<file path="src/rtl/execute_pipelined.sv">
// -----------------------------------------------------------------------------
// execute_pipelined
//
// EX stage of the pipelined LEGv8 core. Resolves operand forwarding, computes
// the ALU result, NZCV flags and branch target, and registers everything into
// the EX/MEM boundary with a one-cycle valid pulse. MUL is an iterative
// shift-add taking WIDTH clocks, during which stall holds the upstream stages.
//
// Ports
//   clk, reset, flush            clock, sync active-high reset, sync flush
//   inValid                      ID/EX holds a valid op
//   ALUReadData1/ALUReadData2    register operands A / B
//   MemForwardData/WbForwardData forwarding sources
//   ForwardA/ForwardB            operand select (00 reg, 10 mem, 01 wb, 11 reg)
//   Immediate, PC, Opcode        sign-extended immediate, op PC, R-type opcode
//   ALUSrc, ALUOp                second-input select, ALU operation class
//   stall                        high while MUL iterates (state only)
//   outValid                     one-cycle pulse per completed op
//   ALUResult, AddResult         result, PC + (Immediate << BRANCH_SHIFT)
//   StoreData, zero, flags       forwarded B, result==0, {N,Z,C,V}
// -----------------------------------------------------------------------------
module execute_pipelined #(
  parameter int WIDTH        = 64,
  parameter int OPCODE_WIDTH = 11,
  parameter int BRANCH_SHIFT = 2
) (
  input  logic                    clk,
  input  logic                    reset,
  input  logic                    flush,
  input  logic                    inValid,
  input  logic [WIDTH-1:0]        ALUReadData1,
  input  logic [WIDTH-1:0]        ALUReadData2,
  input  logic [WIDTH-1:0]        MemForwardData,
  input  logic [WIDTH-1:0]        WbForwardData,
  input  logic [1:0]              ForwardA,
  input  logic [1:0]              ForwardB,
  input  logic [WIDTH-1:0]        Immediate,
  input  logic [WIDTH-1:0]        PC,
  input  logic [OPCODE_WIDTH-1:0] Opcode,
  input  logic                    ALUSrc,
  input  logic [1:0]              ALUOp,
  output logic                    stall,
  output logic                    outValid,
  output logic [WIDTH-1:0]        ALUResult,
  output logic [WIDTH-1:0]        AddResult,
  output logic [WIDTH-1:0]        StoreData,
  output logic                    zero,
  output logic [3:0]              flags
);

  localparam int CW = $clog2(WIDTH + 1);

  localparam logic [0:0] IDLE = 1'b0;
  localparam logic [0:0] BUSY = 1'b1;

  localparam logic [OPCODE_WIDTH-1:0] OP_ADD = OPCODE_WIDTH'(11'b10001011000);
  localparam logic [OPCODE_WIDTH-1:0] OP_SUB = OPCODE_WIDTH'(11'b11001011000);
  localparam logic [OPCODE_WIDTH-1:0] OP_AND = OPCODE_WIDTH'(11'b10001010000);
  localparam logic [OPCODE_WIDTH-1:0] OP_ORR = OPCODE_WIDTH'(11'b10101010000);
  localparam logic [OPCODE_WIDTH-1:0] OP_EOR = OPCODE_WIDTH'(11'b11001010000);
  localparam logic [OPCODE_WIDTH-1:0] OP_MUL = OPCODE_WIDTH'(11'b10011011000);

  logic [0:0]       state_reg;
  logic             out_valid_reg;
  logic [WIDTH-1:0] alu_result_reg;
  logic [WIDTH-1:0] add_result_reg;
  logic [WIDTH-1:0] store_data_reg;
  logic             zero_reg;
  logic [3:0]       flags_reg;
  logic [WIDTH-1:0] mcand_reg;
  logic [WIDTH-1:0] mplier_reg;
  logic [WIDTH-1:0] acc_reg;
  logic [CW-1:0]    count_reg;

  logic [WIDTH-1:0] op_a;
  logic [WIDTH-1:0] op_b;
  logic [WIDTH-1:0] alu_b;
  logic [WIDTH-1:0] add_target;
  logic [WIDTH:0]   sum_w;
  logic [WIDTH:0]   diff_w;
  logic [WIDTH-1:0] res_next;
  logic             c_next;
  logic             v_next;
  logic             is_mul;
  logic [WIDTH-1:0] acc_next;
  logic [CW-1:0]    count_next;

  // Forwarding muxes; code 11 falls back to the register value.
  always_comb begin
    case (ForwardA)
      2'b10:   op_a = MemForwardData;
      2'b01:   op_a = WbForwardData;
      default: op_a = ALUReadData1;
    endcase
    case (ForwardB)
      2'b10:   op_b = MemForwardData;
      2'b01:   op_b = WbForwardData;
      default: op_b = ALUReadData2;
    endcase
  end

  assign alu_b      = ALUSrc ? Immediate : op_b;
  assign add_target = PC + (Immediate << BRANCH_SHIFT);

  // SUB as A + ~B + 1 so the carry-out is directly the NOT-borrow flag.
  assign sum_w  = {1'b0, op_a} + {1'b0, alu_b};
  assign diff_w = {1'b0, op_a} + {1'b0, ~alu_b} + (WIDTH+1)'(1);

  always_comb begin
    res_next = '0;
    c_next   = 1'b0;
    v_next   = 1'b0;
    is_mul   = 1'b0;
    case (ALUOp)
      2'b00: begin
        res_next = sum_w[WIDTH-1:0];
        c_next   = sum_w[WIDTH];
        v_next   = (op_a[WIDTH-1] == alu_b[WIDTH-1]) &&
                   (sum_w[WIDTH-1] != op_a[WIDTH-1]);
      end
      2'b01: res_next = alu_b;
      2'b10: begin
        case (Opcode)
          OP_ADD: begin
            res_next = sum_w[WIDTH-1:0];
            c_next   = sum_w[WIDTH];
            v_next   = (op_a[WIDTH-1] == alu_b[WIDTH-1]) &&
                       (sum_w[WIDTH-1] != op_a[WIDTH-1]);
          end
          OP_SUB: begin
            res_next = diff_w[WIDTH-1:0];
            c_next   = diff_w[WIDTH];
            v_next   = (op_a[WIDTH-1] != alu_b[WIDTH-1]) &&
                       (diff_w[WIDTH-1] != op_a[WIDTH-1]);
          end
          OP_AND:  res_next = op_a & alu_b;
          OP_ORR:  res_next = op_a | alu_b;
          OP_EOR:  res_next = op_a ^ alu_b;
          OP_MUL:  is_mul   = 1'b1;
          default: res_next = '0;
        endcase
      end
      default: res_next = '0;
    endcase
  end

  // One shift-add step of the multiplier.
  assign acc_next   = mplier_reg[0] ? (acc_reg + mcand_reg) : acc_reg;
  assign count_next = count_reg + CW'(1);

  always_ff @(posedge clk) begin
    if (reset) begin
      state_reg      <= IDLE;
      out_valid_reg  <= 1'b0;
      alu_result_reg <= '0;
      add_result_reg <= '0;
      store_data_reg <= '0;
      zero_reg       <= 1'b0;
      flags_reg      <= 4'b0000;
      mcand_reg      <= '0;
      mplier_reg     <= '0;
      acc_reg        <= '0;
      count_reg      <= '0;
    end else if (flush) begin
      // Drop any presented op and abort a running MUL; data outputs hold.
      out_valid_reg <= 1'b0;
      state_reg     <= IDLE;
    end else begin
      out_valid_reg <= 1'b0;
      case (state_reg)
        IDLE: begin
          if (inValid) begin
            add_result_reg <= add_target;
            store_data_reg <= op_b;
            if (is_mul) begin
              mcand_reg  <= op_a;
              mplier_reg <= alu_b;
              acc_reg    <= '0;
              count_reg  <= '0;
              state_reg  <= BUSY;
            end else begin
              alu_result_reg <= res_next;
              zero_reg       <= (res_next == '0);
              flags_reg      <= {res_next[WIDTH-1], (res_next == '0), c_next, v_next};
              out_valid_reg  <= 1'b1;
            end
          end
        end
        default: begin
          acc_reg    <= acc_next;
          mcand_reg  <= mcand_reg << 1;
          mplier_reg <= mplier_reg >> 1;
          count_reg  <= count_next;
          if (count_next == CW'(WIDTH)) begin
            alu_result_reg <= acc_next;
            zero_reg       <= (acc_next == '0);
            flags_reg      <= {acc_next[WIDTH-1], (acc_next == '0), 2'b00};
            out_valid_reg  <= 1'b1;
            state_reg      <= IDLE;
          end
        end
      endcase
    end
  end

  assign stall     = (state_reg == BUSY);
  assign outValid  = out_valid_reg;
  assign ALUResult = alu_result_reg;
  assign AddResult = add_result_reg;
  assign StoreData = store_data_reg;
  assign zero      = zero_reg;
  assign flags     = flags_reg;

endmodule
</file>
<file path="config.mk">
export PLATFORM = sky130hd
export DESIGN_NAME = execute_pipelined
export DESIGN_NICKNAME = d
export VERILOG_FILES = /design/src/rtl/execute_pipelined.sv
export SDC_FILE = /design/constraint.sdc
export NUM_CORES = 2
export LEC_CHECK = 0
export ABC_AREA = 1
export BUFFER_PORTS_ARGS = -buffer_cell sky130_fd_sc_hd__buf_2
export CAP_MARGIN = 15
export CORE_UTILIZATION = 55
export CTS_BUF_LIST = sky130_fd_sc_hd__clkbuf_4 sky130_fd_sc_hd__clkbuf_8
export CTS_CLUSTER_DIAMETER = 30
export DETAILED_ROUTE_END_ITERATION = 8
export GPL_TIMING_DRIVEN = 0
export PLACE_DENSITY = 0.86
export SYNTH_ARGS = -nofsm -noshare
export SYNTH_HDL_FRONTEND = slang
export SYNTH_SLANG_ARGS = --single-unit
</file>
<file path="constraint.sdc">
create_clock -name clk -period 4.1 [get_ports clk]
set_input_delay 0.615 -clock clk [delete_from_list [all_inputs] [get_ports clk]]
set_output_delay 0.615 -clock clk [all_outputs]
set_load 0.01 [all_outputs]
</file>
==> metrics.txt, run 1 <==
# TYPE chip_impl_metric gauge
chip_impl_info{name="tool.error",value="[ERROR GRT-0116] Global routing finished with congestion. Check the congestion regions in the DRC Viewer."} 1
chip_impl_metric{name="seq_area_frac_synth",unit="%"} 18.0
chip_impl_metric{name="syn_area",unit="um2"} 44100
chip_impl_metric{name="first_global_vias",unit=""} 65777
chip_impl_metric{name="numPortBuffers",unit=""} 602
chip_impl_metric{name="rows",unit=""} 103
chip_impl_info{name="synth_top_family_by_area",value="simple AND/OR/NAND/NOR gates"} 1
chip_impl_metric{name="ys_warn_count",unit=""} 0
chip_impl_info{name="cell_taking_the_most_area_after_synthesis",value="nand2_1"} 1
chip_impl_info{name="clock-root-buffer",value="clkbuf_8"} 1
chip_impl_metric{name="yosys.cell_types.count",unit=""} 60
chip_impl_info{name="run_status",value="stopped before the end"} 1
chip_impl_metric{name="grt_max_degree",unit=""} 13
chip_impl_metric{name="postSynthRegisterBits",unit=""} 396
chip_impl_info{name="synth.area.top_cells",value="nand2_1 (19%), dfxtp_1 (18%), inv_1 (10%), ha_1 (9.5%), o21ai_0 (8.1%)"} 1
chip_impl_metric{name="numCtsBuffers",unit=""} 79
chip_impl_info{name="post-synth-top-count-cell",value="nand2_1"} 1
chip_impl_metric{name="yosys.area_share.xor_xnor",unit="%"} 1.37
chip_impl_metric{name="htree_levels",unit=""} 3
chip_impl_metric{name="grt-ovfl-total",unit=""} 991
chip_impl_metric{name="finalWeightedCongestion",unit=""} 1.44
chip_impl_info{name="synthTopCellsByCount",value="nand2_1 (2282), inv_1 (1204), nor2_1 (740), o21ai_0 (713), a21oi_1 (514)"} 1
chip_impl_metric{name="number_of_ports_placed_on_the_die_boundary",unit=""} 605
chip_impl_metric{name="dieWidth",unit="um"} 285
chip_impl_metric{name="tritoncts_num_sinks",unit=""} 396
chip_impl_metric{name="synth-edff-count",unit=""} 0
chip_impl_metric{name="netlist_instances",unit=""} 7830
chip_impl_info{name="synth_top_flop_cell",value="dfxtp_1"} 1
chip_impl_metric{name="synth_compound_gate_area_share",unit="%"} 22.2
chip_impl_metric{name="yosysTopAreaCellShare",unit="%"} 19.4
chip_impl_metric{name="synth_nets",unit=""} 8576
chip_impl_metric{name="globalRouteTotalUtil",unit="%"} 78.3
chip_impl_metric{name="starting_utilization_of_the_core_area",unit="%"} 55.7
chip_impl_metric{name="muxShareOfSynthArea",unit="%"} 0.0454
chip_impl_metric{name="clockBufferDepth",unit=""} 3
chip_impl_info{name="last-stage-reached",value="global routing"} 1
chip_impl_metric{name="syn-mean-instance-area",unit="um2"} 5.63
chip_impl_metric{name="dpl.cell_count",unit=""} 9487
chip_impl_metric{name="synth_simple_gate_area_share",unit="%"} 34.8
chip_impl_metric{name="synth-adder-area-share",unit="%"} 9.72
chip_impl_metric{name="wire_length_of_the_first_global_routing_pass",unit="um"} 480000
chip_impl_metric{name="dpl.hpwl",unit="um"} 219000
chip_impl_metric{name="async_set_or_reset_register_ratio_after_synthesis",unit="%"} 0
chip_impl_metric{name="die_h",unit="um"} 285
==> kinds of logic after synthesis <==
| group | count (synthesis) |
|---|---|
| mux | 2 |
| fa+ha+maj | 340 |
| flops | 396 |
| compound gates | 1702 |
| xor+xnor | 69 |
| simple gates | 3757 |
| buf+inv | 1564 |
==> what timing repair did <==
item / CTS
gates resized for setup: 576
cloned: 1
hold buffers: 0
endpoints found under the setup margin: 78
setup buffers: 36
pin swaps: 20
==> per-layer routing <==
| layer | GRT overflow | global-route usage (%) |
|---|---|---|
| met5 | 6 | 46.7 |
| met4 | 335 | 76.5 |
| met3 | 24 | 69.0 |
| met2 | 610 | 89.1 |
| met1 | 16 | 78.6 |
==> stage by stage <==
step | worst slack [ps] | TNS, ps | hold WS (ps) | instance area [um2] | utilization, %
after CTS | -176 | -194 | 127 | 52300 | 66.1
after floorplan | 22.0 | 0 | 442 | 44100 | -
after detailed placement | -2550 | -111820 | 457 | 48500 | 61.3
after global placement | -2430 | -108270 | 455 | 48400 | 61.2
==> inputs of run 2 (changes only) <==
--- a/config.mk
+++ b/config.mk
@@ -8,12 +8,10 @@
 export ABC_AREA = 1
 export BUFFER_PORTS_ARGS = -buffer_cell sky130_fd_sc_hd__buf_2
 export CAP_MARGIN = 15
-export CORE_UTILIZATION = 55
-export CTS_BUF_LIST = sky130_fd_sc_hd__clkbuf_4 sky130_fd_sc_hd__clkbuf_8
-export CTS_CLUSTER_DIAMETER = 30
+export CORE_UTILIZATION = 40
 export DETAILED_ROUTE_END_ITERATION = 8
 export GPL_TIMING_DRIVEN = 0
-export PLACE_DENSITY = 0.86
+export PLACE_DENSITY_LB_ADDON = 0.15
 export SYNTH_ARGS = -nofsm -noshare
 export SYNTH_HDL_FRONTEND = slang
 export SYNTH_SLANG_ARGS = --single-unit
==> constraint.sdc (replaced) <==
create_clock -name clk -period 5.3 [get_ports clk]
set_input_delay 0.795 -clock clk [delete_from_list [all_inputs] [get_ports clk]]
set_output_delay 0.795 -clock clk [all_outputs]
set_load 0.01 [all_outputs]
==> metrics.txt, run 2 <==
# TYPE chip_impl_metric gauge
chip_impl_info{name="run_status",value="finished, violations left"} 1
chip_impl_info{name="failed_checks",value="DRC, setup timing"} 1
chip_impl_metric{name="max_slew.worst_pin.slew",unit="ps"} 1340
chip_impl_metric{name="final_layout_fill_cell_count",unit=""} 12084
chip_impl_metric{name="clockBufferDepth",unit=""} 3
chip_impl_metric{name="drv_slew",unit=""} 0
chip_impl_metric{name="netSwitchingFraction",unit="%"} 49.7
chip_impl_info{name="cp-start-kind",value="input port"} 1
chip_impl_info{name="worst-setup-path-type",value="input port to flop"} 1
chip_impl_metric{name="die_h",unit="um"} 334
chip_impl_metric{name="power.clock.fraction",unit="%"} 26.3
chip_impl_metric{name="max_stage_delay",unit="ps"} 800
chip_impl_metric{name="dpl.hpwl",unit="um"} 270000
chip_impl_metric{name="first_global_vias",unit=""} 54958
chip_impl_metric{name="wl_per_cell",unit="um"} 31.5
chip_impl_metric{name="vdd_drop_max",unit="V"} 0.000222
chip_impl_metric{name="netlist_instances",unit=""} 7830
chip_impl_metric{name="drtPass1Iterations",unit=""} 9
chip_impl_metric{name="numPortBuffers",unit=""} 602
chip_impl_metric{name="grt_antenna_before_repair",unit=""} 35
chip_impl_info{name="layout.cells.most_common_list",value="nand2_1 (2264), inv_1 (1172), nor2_1 (713)"} 1
chip_impl_metric{name="tritoncts_num_sinks",unit=""} 396
chip_impl_info{name="worst_r2r_startpoint",value="stall$_SDFF_PP0_"} 1
chip_impl_metric{name="cp_data_required_time",unit="ps"} 5800
chip_impl_metric{name="leakagePower",unit="uW"} 0.0273
chip_impl_metric{name="number_of_maximum_capacitance_constraint_violations",unit=""} 0
chip_impl_info{name="min_from",value="PC[0]"} 1
chip_impl_metric{name="htree_levels",unit=""} 2
chip_impl_metric{name="async_set_or_reset_register_ratio_after_synthesis",unit="%"} 0
chip_impl_metric{name="hold_viol_final",unit=""} 0
chip_impl_metric{name="timing.critical_path.fanout_max",unit=""} 10
chip_impl_metric{name="min_period_over_period",unit="%"} 103
chip_impl_metric{name="layout.core_utilization",unit="%"} 48.3
chip_impl_metric{name="rows",unit=""} 121
chip_impl_metric{name="routed_via_density",unit=""} 6.14
chip_impl_metric{name="period_minus_slack",unit="ps"} 5440
chip_impl_metric{name="antenna_left",unit=""} 0
chip_impl_metric{name="combined_area_of_the_multi_input_logic_cells",unit="um2"} 31300
chip_impl_metric{name="dpl.cell_count",unit=""} 9875
chip_impl_metric{name="die_area",unit="um2"} 112000
chip_impl_metric{name="number_of_ports_placed_on_the_die_boundary",unit=""} 605
chip_impl_metric{name="sequential_share_of_power",unit="%"} 22.7
chip_impl_info{name="synth.area.top_cells",value="nand2_1 (19%), dfxtp_1 (18%), inv_1 (10%), ha_1 (9.5%), o21ai_0 (8.1%)"} 1
chip_impl_metric{name="yosysTopAreaCellShare",unit="%"} 19.4
chip_impl_metric{name="seq_area_frac_synth",unit="%"} 18.0
chip_impl_metric{name="stdcell_count",unit=""} 10028
chip_impl_metric{name="dieWidth",unit="um"} 334
chip_impl_metric{name="finalWeightedCongestion",unit=""} 1.23
chip_impl_metric{name="yosys.cell_types.count",unit=""} 60
chip_impl_info{name="setup_crit_start",value="ForwardA[0]"} 1
chip_impl_info{name="synth_top_flop_cell",value="dfxtp_1"} 1
chip_impl_info{name="worst_path_most_repeated_cell",value="nand2_1"} 1
chip_impl_metric{name="grt_use_met3",unit="%"} 23.3
chip_impl_info{name="clock-root-buffer",value="clkbuf_16"} 1
chip_impl_metric{name="final-seq-area",unit="um2"} 7930
chip_impl_metric{name="internal-power",unit="uW"} 7040
chip_impl_info{name="layout.cells.most_common",value="nand2_1"} 1
chip_impl_info{name="post-synth-top-count-cell",value="nand2_1"} 1
chip_impl_metric{name="grt-ovfl-total",unit=""} 0
chip_impl_metric{name="share_comb_of_total_power",unit="%"} 51.0
chip_impl_metric{name="met1_usage",unit="%"} 64.8
chip_impl_metric{name="total_number_of_vias",unit=""} 61555
chip_impl_metric{name="syn-mean-instance-area",unit="um2"} 5.63
chip_impl_metric{name="fmax",unit="MHz"} 184
chip_impl_metric{name="fin_ws",unit="ps"} -137
chip_impl_metric{name="power.density",unit="nW/um2"} 266
chip_impl_metric{name="core_area",unit="um2"} 109000
chip_impl_metric{name="synth-edff-count",unit=""} 0
chip_impl_metric{name="crit_arrival",unit="ps"} 5940
chip_impl_metric{name="slew_headroom",unit="%"} 10.9
chip_impl_metric{name="finalWirelength",unit="um"} 316000
chip_impl_metric{name="starting_utilization_of_the_core_area",unit="%"} 40.5
chip_impl_metric{name="post_route_cells_drive_above_1_share",unit="%"} 14.6
chip_impl_metric{name="ys_warn_count",unit=""} 0
chip_impl_metric{name="syn_to_final_growth",unit="%"} 19.3
chip_impl_info{name="crit_slowest_cell",value="a21oi_1"} 1
chip_impl_metric{name="numCtsBuffers",unit=""} 48
chip_impl_metric{name="worst_clock_skew",unit="ps"} 29.7
chip_impl_metric{name="detailedRoute.firstIterationViolations",unit=""} 10338
chip_impl_info{name="holdCritPathClass",value="input port to flop"} 1
chip_impl_info{name="crit_path_end_kind",value="flop"} 1
chip_impl_info{name="global_route.peak_usage_layer",value="met2"} 1
chip_impl_metric{name="net-switching-power",unit="uW"} 6960
chip_impl_metric{name="grt_max_degree",unit=""} 14
chip_impl_metric{name="clk_latency_worst_skew_pair",unit="ps"} 670
chip_impl_info{name="synthTopCellsByCount",value="nand2_1 (2282), inv_1 (1204), nor2_1 (740), o21ai_0 (713), a21oi_1 (514)"} 1
chip_impl_metric{name="synth_nets",unit=""} 8576
chip_impl_metric{name="route.detailed.drc",unit=""} 5
chip_impl_info{name="path_cells",value="buf_2 > inv_1 > ha_1 > buf_1 > a221o_1 > o21ai_1 > inv_1 > ha_1 > buf_2 > inv_1 > nand2_1 > nand2_1 > inv_1 > nand2_1 > inv_1 > nand2_1 > xor2_1 > nand2_1 > nand3_1 > a21oi_1 > o21ai_0 > nand2_1 > a21oi_1"} 1
chip_impl_metric{name="wire_length_of_the_first_global_routing_pass",unit="um"} 422000
chip_impl_info{name="tritoncts",value="yes"} 1
chip_impl_metric{name="finalSetupViolCount",unit=""} 3
chip_impl_metric{name="syn_area",unit="um2"} 44100
chip_impl_metric{name="globalRouteTotalUtil",unit="%"} 54.1
chip_impl_metric{name="postSynthRegisterBits",unit=""} 396
chip_impl_metric{name="final_net_count",unit=""} 9298
chip_impl_metric{name="clk_pin_slew_worst_setup_hold_paths",unit="ps"} 60
chip_impl_metric{name="grt_use_met2",unit="%"} 73.6
chip_impl_info{name="cell_taking_the_most_area_after_synthesis",value="nand2_1"} 1
[run 2: cell counts after synthesis]
No cell type changed its count.
[run 2: layer usage]
layer | share of wire [%] | vias to the layer above
met5 | 0.12 | -
met4 | 10 | 30
met3 | 16 | 1081
met2 | 38 | 4979
met1 | 36 | 28580
li1 | - | 26885
[run 2: what timing repair did]
item                                    4_1_cts  5_1_grt
resized for setup                           222      296
endpoints found under the setup margin       63       28
endpoints found under the hold margin         0        0
pin swaps                                     3       12
hold buffers                                  0        0
buffers inserted                              5       34
[run 2: worst max-delay path, delay by kind of cell]
kind,cells,cell delay (ps)
adders and majority gates,2,690
AOI/OAI and AO/OA,5,2000
and+or+nand+nor,7,860
buffers and inverters,8,1370
xor gates and xnor gates,1,200
[run 2: layout make-up]
type                            instances  share of cell area [%]
Multi-Input combinational cell       5870                    59.4
Sequential cell                       396                    15.1
Inverter                             1226                    8.85
Timing Repair Buffer                  673                    6.83
Tap cell                             1414                    3.36
Buffer                                337                    3.19
Clock buffer                           63                    2.60
Clock inverter                         23                   0.573
Antenna cell                           26                   0.124
[run 2: cell families (layout without fill, tap and decap cells)]
logic type	after synthesis	after routing	synth area share, %
muxes	2	2	0.0454
buffers and inverters	1564	2322	13.9
adders and majority gates	340	340	9.72
xor gates and xnor gates	69	69	1.37
AOI/OAI and AO/OA	1702	1702	22.2
other	0	26	0
and+or+nand+nor	3757	3757	34.8
DFF	396	396	18.0
[run 2: final timing paths]
| check | endpoint | slack, ps | cells after the start |
|---|---|---|---|
| worst max-delay path | ALUResult[8]$_SDFFE_PP0P_ | -140 | 23 |
| worst min-delay path | AddResult[0]$_SDFFE_PP0P_ | 370 | 3 |
| worst max register to register | ALUResult[51]$_SDFFE_PP0P_ | 420 | 9 |
| worst min register to register | ALUResult[51]$_SDFFE_PP0P_ | 470 | 2 |
[run 2: power by group through the flow]
stage | Combinational (uW) | Sequential (uW) | Clock [uW]
3_5_place_dp | 6200 | 3240 | 0
4_1_cts | 6340 | 3170 | 3620
2_1_floorplan | 3410 | 3230 | 0
5_1_grt | 7290 | 3180 | 3740
3_3_place_gp | 6150 | 3240 | 0
6_report | 7140 | 3180 | 3680
[run 2: per-stage QoR]
step	worst slack, ps	area [um2]	total power (uW)	TNS (ps)	hold WS [ps]
after global routing	-53.8	52600	14200	-53.8	410
after CTS	1.18	51300	13100	0	368
after global placement	-1880	48900	9380	-76570	455
final	-137	52600	14000	-256	365
after detailed placement	-1920	49100	9430	-81610	460
after floorplan	838	44100	6640	0	442
Power figures use the tool's default switching activity.
